## src/rtl/vga_pkg.sv

```systemverilog
// vga_pkg: shared VGA timing constants, sync polarity and coordinate width.
package vga_pkg;
  localparam int H_VISIBLE = 640;
  localparam int H_FRONT   = 16;
  localparam int H_SYNC    = 96;
  localparam int H_BACK    = 48;
  localparam int V_VISIBLE = 480;
  localparam int V_FRONT   = 10;
  localparam int V_SYNC    = 2;
  localparam int V_BACK    = 33;
  localparam int H_TOTAL   = H_VISIBLE + H_FRONT + H_SYNC + H_BACK;
  localparam int V_TOTAL   = V_VISIBLE + V_FRONT + V_SYNC + V_BACK;
  localparam logic SYNC_ACTIVE = 1'b0;
  localparam int COORD_W   = 10;
endpackage

```

## src/rtl/vga_axis_counter.sv

```systemverilog
// vga_axis_counter: wrap counter for one raster axis with sync-window and visible-area decode.
module vga_axis_counter
  import vga_pkg::*;
#(
  parameter int VISIBLE = H_VISIBLE,
  parameter int FRONT   = H_FRONT,
  parameter int SYNC    = H_SYNC,
  parameter int BACK    = H_BACK
) (
  input  logic               clk,
  input  logic               rst,
  input  logic               step,
  output logic [COORD_W-1:0] count,
  output logic               wrap,
  output logic               in_sync,
  output logic               in_visible
);
  localparam logic [COORD_W-1:0] LAST = COORD_W'(VISIBLE + FRONT + SYNC + BACK - 1);
  localparam logic [COORD_W-1:0] S_LO = COORD_W'(VISIBLE + FRONT);
  localparam logic [COORD_W-1:0] S_HI = COORD_W'(VISIBLE + FRONT + SYNC);
  localparam logic [COORD_W-1:0] VIS  = COORD_W'(VISIBLE);
  assign wrap       = step && count == LAST;
  assign in_sync    = count >= S_LO && count < S_HI;
  assign in_visible = count < VIS;
  always_ff @(posedge clk or posedge rst)
    if (rst) count <= '0;
    else if (step) count <= wrap ? '0 : count + 1'b1;
endmodule

```

## src/rtl/vga_sync_gen.sv

```systemverilog
// vga_sync_gen: VGA raster timing with a clock-enable pixel divider; counters, pix_en and
// frame_start all change on the same edge, sync outputs lag the counters by one clk.
module vga_sync_gen
  import vga_pkg::*;
#(
  parameter int CLK_DIV   = 2,
  parameter int H_VISIBLE = vga_pkg::H_VISIBLE,
  parameter int H_FRONT   = vga_pkg::H_FRONT,
  parameter int H_SYNC    = vga_pkg::H_SYNC,
  parameter int H_BACK    = vga_pkg::H_BACK,
  parameter int V_VISIBLE = vga_pkg::V_VISIBLE,
  parameter int V_FRONT   = vga_pkg::V_FRONT,
  parameter int V_SYNC    = vga_pkg::V_SYNC,
  parameter int V_BACK    = vga_pkg::V_BACK
) (
  input  logic               clk,
  input  logic               rst,
  output logic               pix_en,
  output logic [COORD_W-1:0] pos_h,
  output logic [COORD_W-1:0] pos_v,
  output logic               blank,
  output logic               hsync,
  output logic               vsync,
  output logic               frame_start
);
  localparam int DW = CLK_DIV > 1 ? $clog2(CLK_DIV) : 1;
  logic [DW-1:0] div_cnt;
  logic tick, h_wrap, v_wrap, h_sync, v_sync, h_vis, v_vis, live;
  assign tick  = div_cnt == DW'(CLK_DIV - 1);
  // live keeps blank asserted from reset until the first pixel step
  assign blank = ~(live & h_vis & v_vis);
  always_ff @(posedge clk or posedge rst)
    if (rst) begin
      div_cnt     <= '0;
      pix_en      <= 1'b0;
      frame_start <= 1'b0;
      live        <= 1'b0;
      hsync       <= ~SYNC_ACTIVE;
      vsync       <= ~SYNC_ACTIVE;
    end else begin
      div_cnt     <= tick ? '0 : div_cnt + 1'b1;
      pix_en      <= tick;
      frame_start <= v_wrap;
      live        <= live | tick;
      hsync       <= h_sync ? SYNC_ACTIVE : ~SYNC_ACTIVE;
      vsync       <= v_sync ? SYNC_ACTIVE : ~SYNC_ACTIVE;
    end
  vga_axis_counter #(
    .VISIBLE(H_VISIBLE), .FRONT(H_FRONT), .SYNC(H_SYNC), .BACK(H_BACK)
  ) u_h (
    .clk(clk), .rst(rst), .step(tick), .count(pos_h),
    .wrap(h_wrap), .in_sync(h_sync), .in_visible(h_vis)
  );
  vga_axis_counter #(
    .VISIBLE(V_VISIBLE), .FRONT(V_FRONT), .SYNC(V_SYNC), .BACK(V_BACK)
  ) u_v (
    .clk(clk), .rst(rst), .step(h_wrap), .count(pos_v),
    .wrap(v_wrap), .in_sync(v_sync), .in_visible(v_vis)
  );
endmodule

```

## config.mk

```make
export PLATFORM = sky130hd
export DESIGN_NAME = vga_sync_gen
export DESIGN_NICKNAME = d
export VERILOG_FILES = /design/src/rtl/vga_pkg.sv /design/src/rtl/vga_axis_counter.sv /design/src/rtl/vga_sync_gen.sv
export SDC_FILE = /design/constraint.sdc
export NUM_CORES = 1
export LEC_CHECK = 0
export ABC_AREA = 1
export BUFFER_PORTS_ARGS = -buffer_cell sky130_fd_sc_hd__buf_2
export CORE_MARGIN = 8
export CORE_UTILIZATION = 40
export CTS_CLUSTER_SIZE = 40
export DETAILED_ROUTE_END_ITERATION = 16
export PLACE_DENSITY = 0.59
export SLEW_MARGIN = 25
export SYNTH_ARGS = -nofsm -noshare
export SYNTH_HDL_FRONTEND = slang
export SYNTH_SLANG_ARGS = --single-unit
```

## constraint.sdc

```tcl
create_clock -name clk -period 1.15 [get_ports clk]
set_input_delay 0.0575 -clock clk [delete_from_list [all_inputs] [get_ports clk]]
set_output_delay 0.0575 -clock clk [all_outputs]
set_load 0.1 [all_outputs]
```

==> impl_metrics.tcl <==
set metrics [dict create \
    finalWorstSetupSlack_ps -406 \
    total_leakage_power_nw 1.35 \
    synthFlopType "dfrtp_1" \
    n_fill_cell 239 \
    pwr-share-seq_pct 58.2 \
    hold_class "in -> async" \
    crit_required_ps 1090 \
    synth_cell_type_count 27 \
    cts-root-buf "clkbuf_8" \
    die_w_microns 77.0 \
    io_buffers 26 \
    internal-power_mw 1.23 \
    routedWlPerCell_microns 14.2 \
    combPwrFrac_pct 1.6 \
    worstPathArrival_ps 1500 \
    cts_tree "built" \
    drc 0 \
    timing.final.crit_share_pct 135 \
    power.switching_mw 0.341 \
    startpoint_type "register" \
    p_sw_share_pct 21.8 \
    tightest_slew_ps 493 \
    drt_iter0_markers 83 \
    tns_ps -4680 \
    period_minus_slack_ps 1560 \
    grt_pass1_wl_mm 7.69 \
    p_per_area_mw_per_mm2 551 \
    status "finished, violations left" \
    ys_ff_latch 26 \
    synth-warning-count 0 \
    synth_edf_count 0 \
    areaGrowthSynthToFinish_pct 90.9 \
    cp_max_fo 2 \
    final-hold-violation-count 0 \
    synth_most_common_cell "nand2_1" \
    ant_nets 0 \
    post_dp_cell_area_sq_mm 0.00242 \
    num_antenna_cells 0 \
    clock_sinks 26 \
    synth_area_sq_mm 0.00149 \
    antenna_found_initial 0 \
    worstReg2RegStart "u_h.count[7]" \
    max_freq_mhz 643 \
    fin_nets 287 \
    postSynthCellCount 196 \
    synthArstFlopShare_pct 100 \
    io_pins 27 \
    numCtsBuffers 3 \
    grt_max_degree 27 \
    max_cap_violations 0 \
    drv_slew 0 \
    hpwl_mm 3.02 \
    grt-ovfl-total 0 \
    ys_seq_area_share_pct 43.8 \
    clkTransAtPathRegs_ps 100 \
    die_area_sq_mm 0.00593 \
    wirelength_mm 4.66 \
    detail_route.vias_per_cell 4.89 \
    htree_levels 1 \
    path_class "reg -> out" \
    num_rows 22 \
    netlist_top_cells_count "nand2_1 (53), inv_1 (37), dfrtp_1 (24), nand3_1 (17), nor2_1 (16)" \
    fp.coreArea_sq_mm 0.00363 \
    finClkSkew_ps 1.73 \
    design_area_sq_mm 0.00285 \
    endpoint_kind "output pin" \
    syn_avg_cell_area_sq_um 7.60 \
    grt_setup_unrepaired "true" \
    dieHeight_microns 77.0 \
    cts_buffer_depth 2 \
    first_pass_iters 4 \
    start_util_pct 41.0 \
    violations "setup timing" \
    routabilityCongestion 0.853 \
    setup_viol 33 \
    yosysTopAreaCell "dfrtp_1" \
    crit_start "u_h.count[7]" \
    synth.top_cell.area_share_pct 40.3 \
    clk_latency_ps 280 \
    ir_drop_v 0.000401 \
    drive_above_1_share_pct 56.1 \
    clockPowerShare_pct 40.2 \
    first_global_vias 1603 \
    ys_top_cells_by_area "dfrtp_1 (40%), nand2_1 (13%), inv_1 (9.3%)" \
    synth_fp_nets 202 \
    grt_use_total_pct 15.7 \
    slew_headroom_pct 67.4 \
    vias 1604 \
]
per-layer routing:
| metal | GRT usage [%] | share of wire, % | up-vias |
|---|---|---|---|
| met5 | 0 | 0 | - |
| met2 | 27.1 | 53 | 53 |
| met4 | 6.60 | 1.9 | 0 |
| met1 | 18.5 | 41 | 773 |
| li1 | - | - | 769 |
| met3 | 3.03 | 4.6 | 9 |
state kept, by name, summed over array words and instances (netlist names):
signal	flops
div_cnt	1
frame_start	1
hsync	1
live	1
pix_en	1
u_h.count	10
u_v.count	10
vsync	1
area by class of cell:
cell class	instances	area [sq um]	area share, %
Clock buffer	4	55.1	1.93
Multi-Input combinational cell	129	822	28.9
Sequential cell	26	728	25.6
Inverter	39	161	5.67
Timing Repair Buffer	82	1020	35.8
Tap cell	48	60.1	2.11
kinds of logic after synthesis:
| family | Yosys count | synth area share, % |
|---|---|---|
| AO/OA/AOI/OAI | 9 | 3.44 |
| XOR/XNOR | 7 | 4.11 |
| adder cells (fa/ha/maj) | 4 | 3.36 |
| buffers and inverters | 41 | 11.3 |
| flip-flops | 26 | 43.8 |
| AND/OR/NAND/NOR | 109 | 33.9 |
repair_timing:
action,4_1_cts,5_1_grt
buffers inserted,11,14
hold buffers,1,0
setup endpoints to repair,40,41
endpoints found under the hold margin,24,0
resized for setup,43,28
pin swaps,14,17
power by group through the flow:
stage	clock, mW	sequential (mW)	combinational [mW]
after floorplan	0	0.933	0.0135
after global placement	0	0.933	0.0238
after detailed placement	0	0.933	0.0241
after CTS	0.635	0.913	0.0266
after global routing	0.658	0.913	0.0301
final	0.630	0.913	0.0252
cells in the final DEF (no fill, tap or decap):
cell type       n
nand2_1        40
buf_6          32
inv_1          24
buf_4          23
buf_12         23
dfrtp_4        20
nand3_1        15
nor2_1         13
nand2_2        12
inv_2           9
nor2_4          7
inv_4           6
nand4_1         6
xor2_1          5
clkbuf_8        4
dfrtp_1         4
nor2_2          3
nand2_4         3
o21ai_1         3
ha_4            3
buf_2           3
a21oi_1         2
xnor2_1         2
o21ai_0         2
dfstp_2         2
nand3b_1        1
nand3_4         1
nor3b_1         1
nor3_1          1
nor3b_2         1
nand4_4         1
nand3_2         1
or3_1           1
nor3_2          1
or2_2           1
o211ai_1        1
o21ai_2         1
ha_1            1
dlygate4sd3_1   1
stage by stage:
stage | total power, mW | hold WS (ps) | cells | worst slack (ps) | utilization (%)
after floorplan | 0.947 | 96.5 | 196 | -688 | -
after CTS | 1.57 | 376 | 320 | -383 | 74.8
after global routing | 1.60 | 412 | 328 | -461 | 78.3
final | 1.57 | 367 | 328 | -406 | 78.3
after global placement | 0.957 | 134 | 304 | -171 | 66.5
after detailed placement | 0.957 | 137 | 304 | -258 | 66.5
path summary, 6_finish.rpt:
path                                end  slack (ps)  cells past startpoint
min                              pix_en         370                      4
max                               blank        -410                      6
min reg2reg                        live         490                      1
max in group asynchronous         hsync         480                      4
max reg2reg                u_v.count[8]        -230                      8
min in group clk                   live         490                      1
critical path, stage by stage (launching register included):
cell and delay [ps]:
dfrtp_4 500, inv_4 60, buf_6 80, nor3_2 40, nor2_2 130, nand4_1 180
buf_12 220
(Power assumes the default switching activity.)
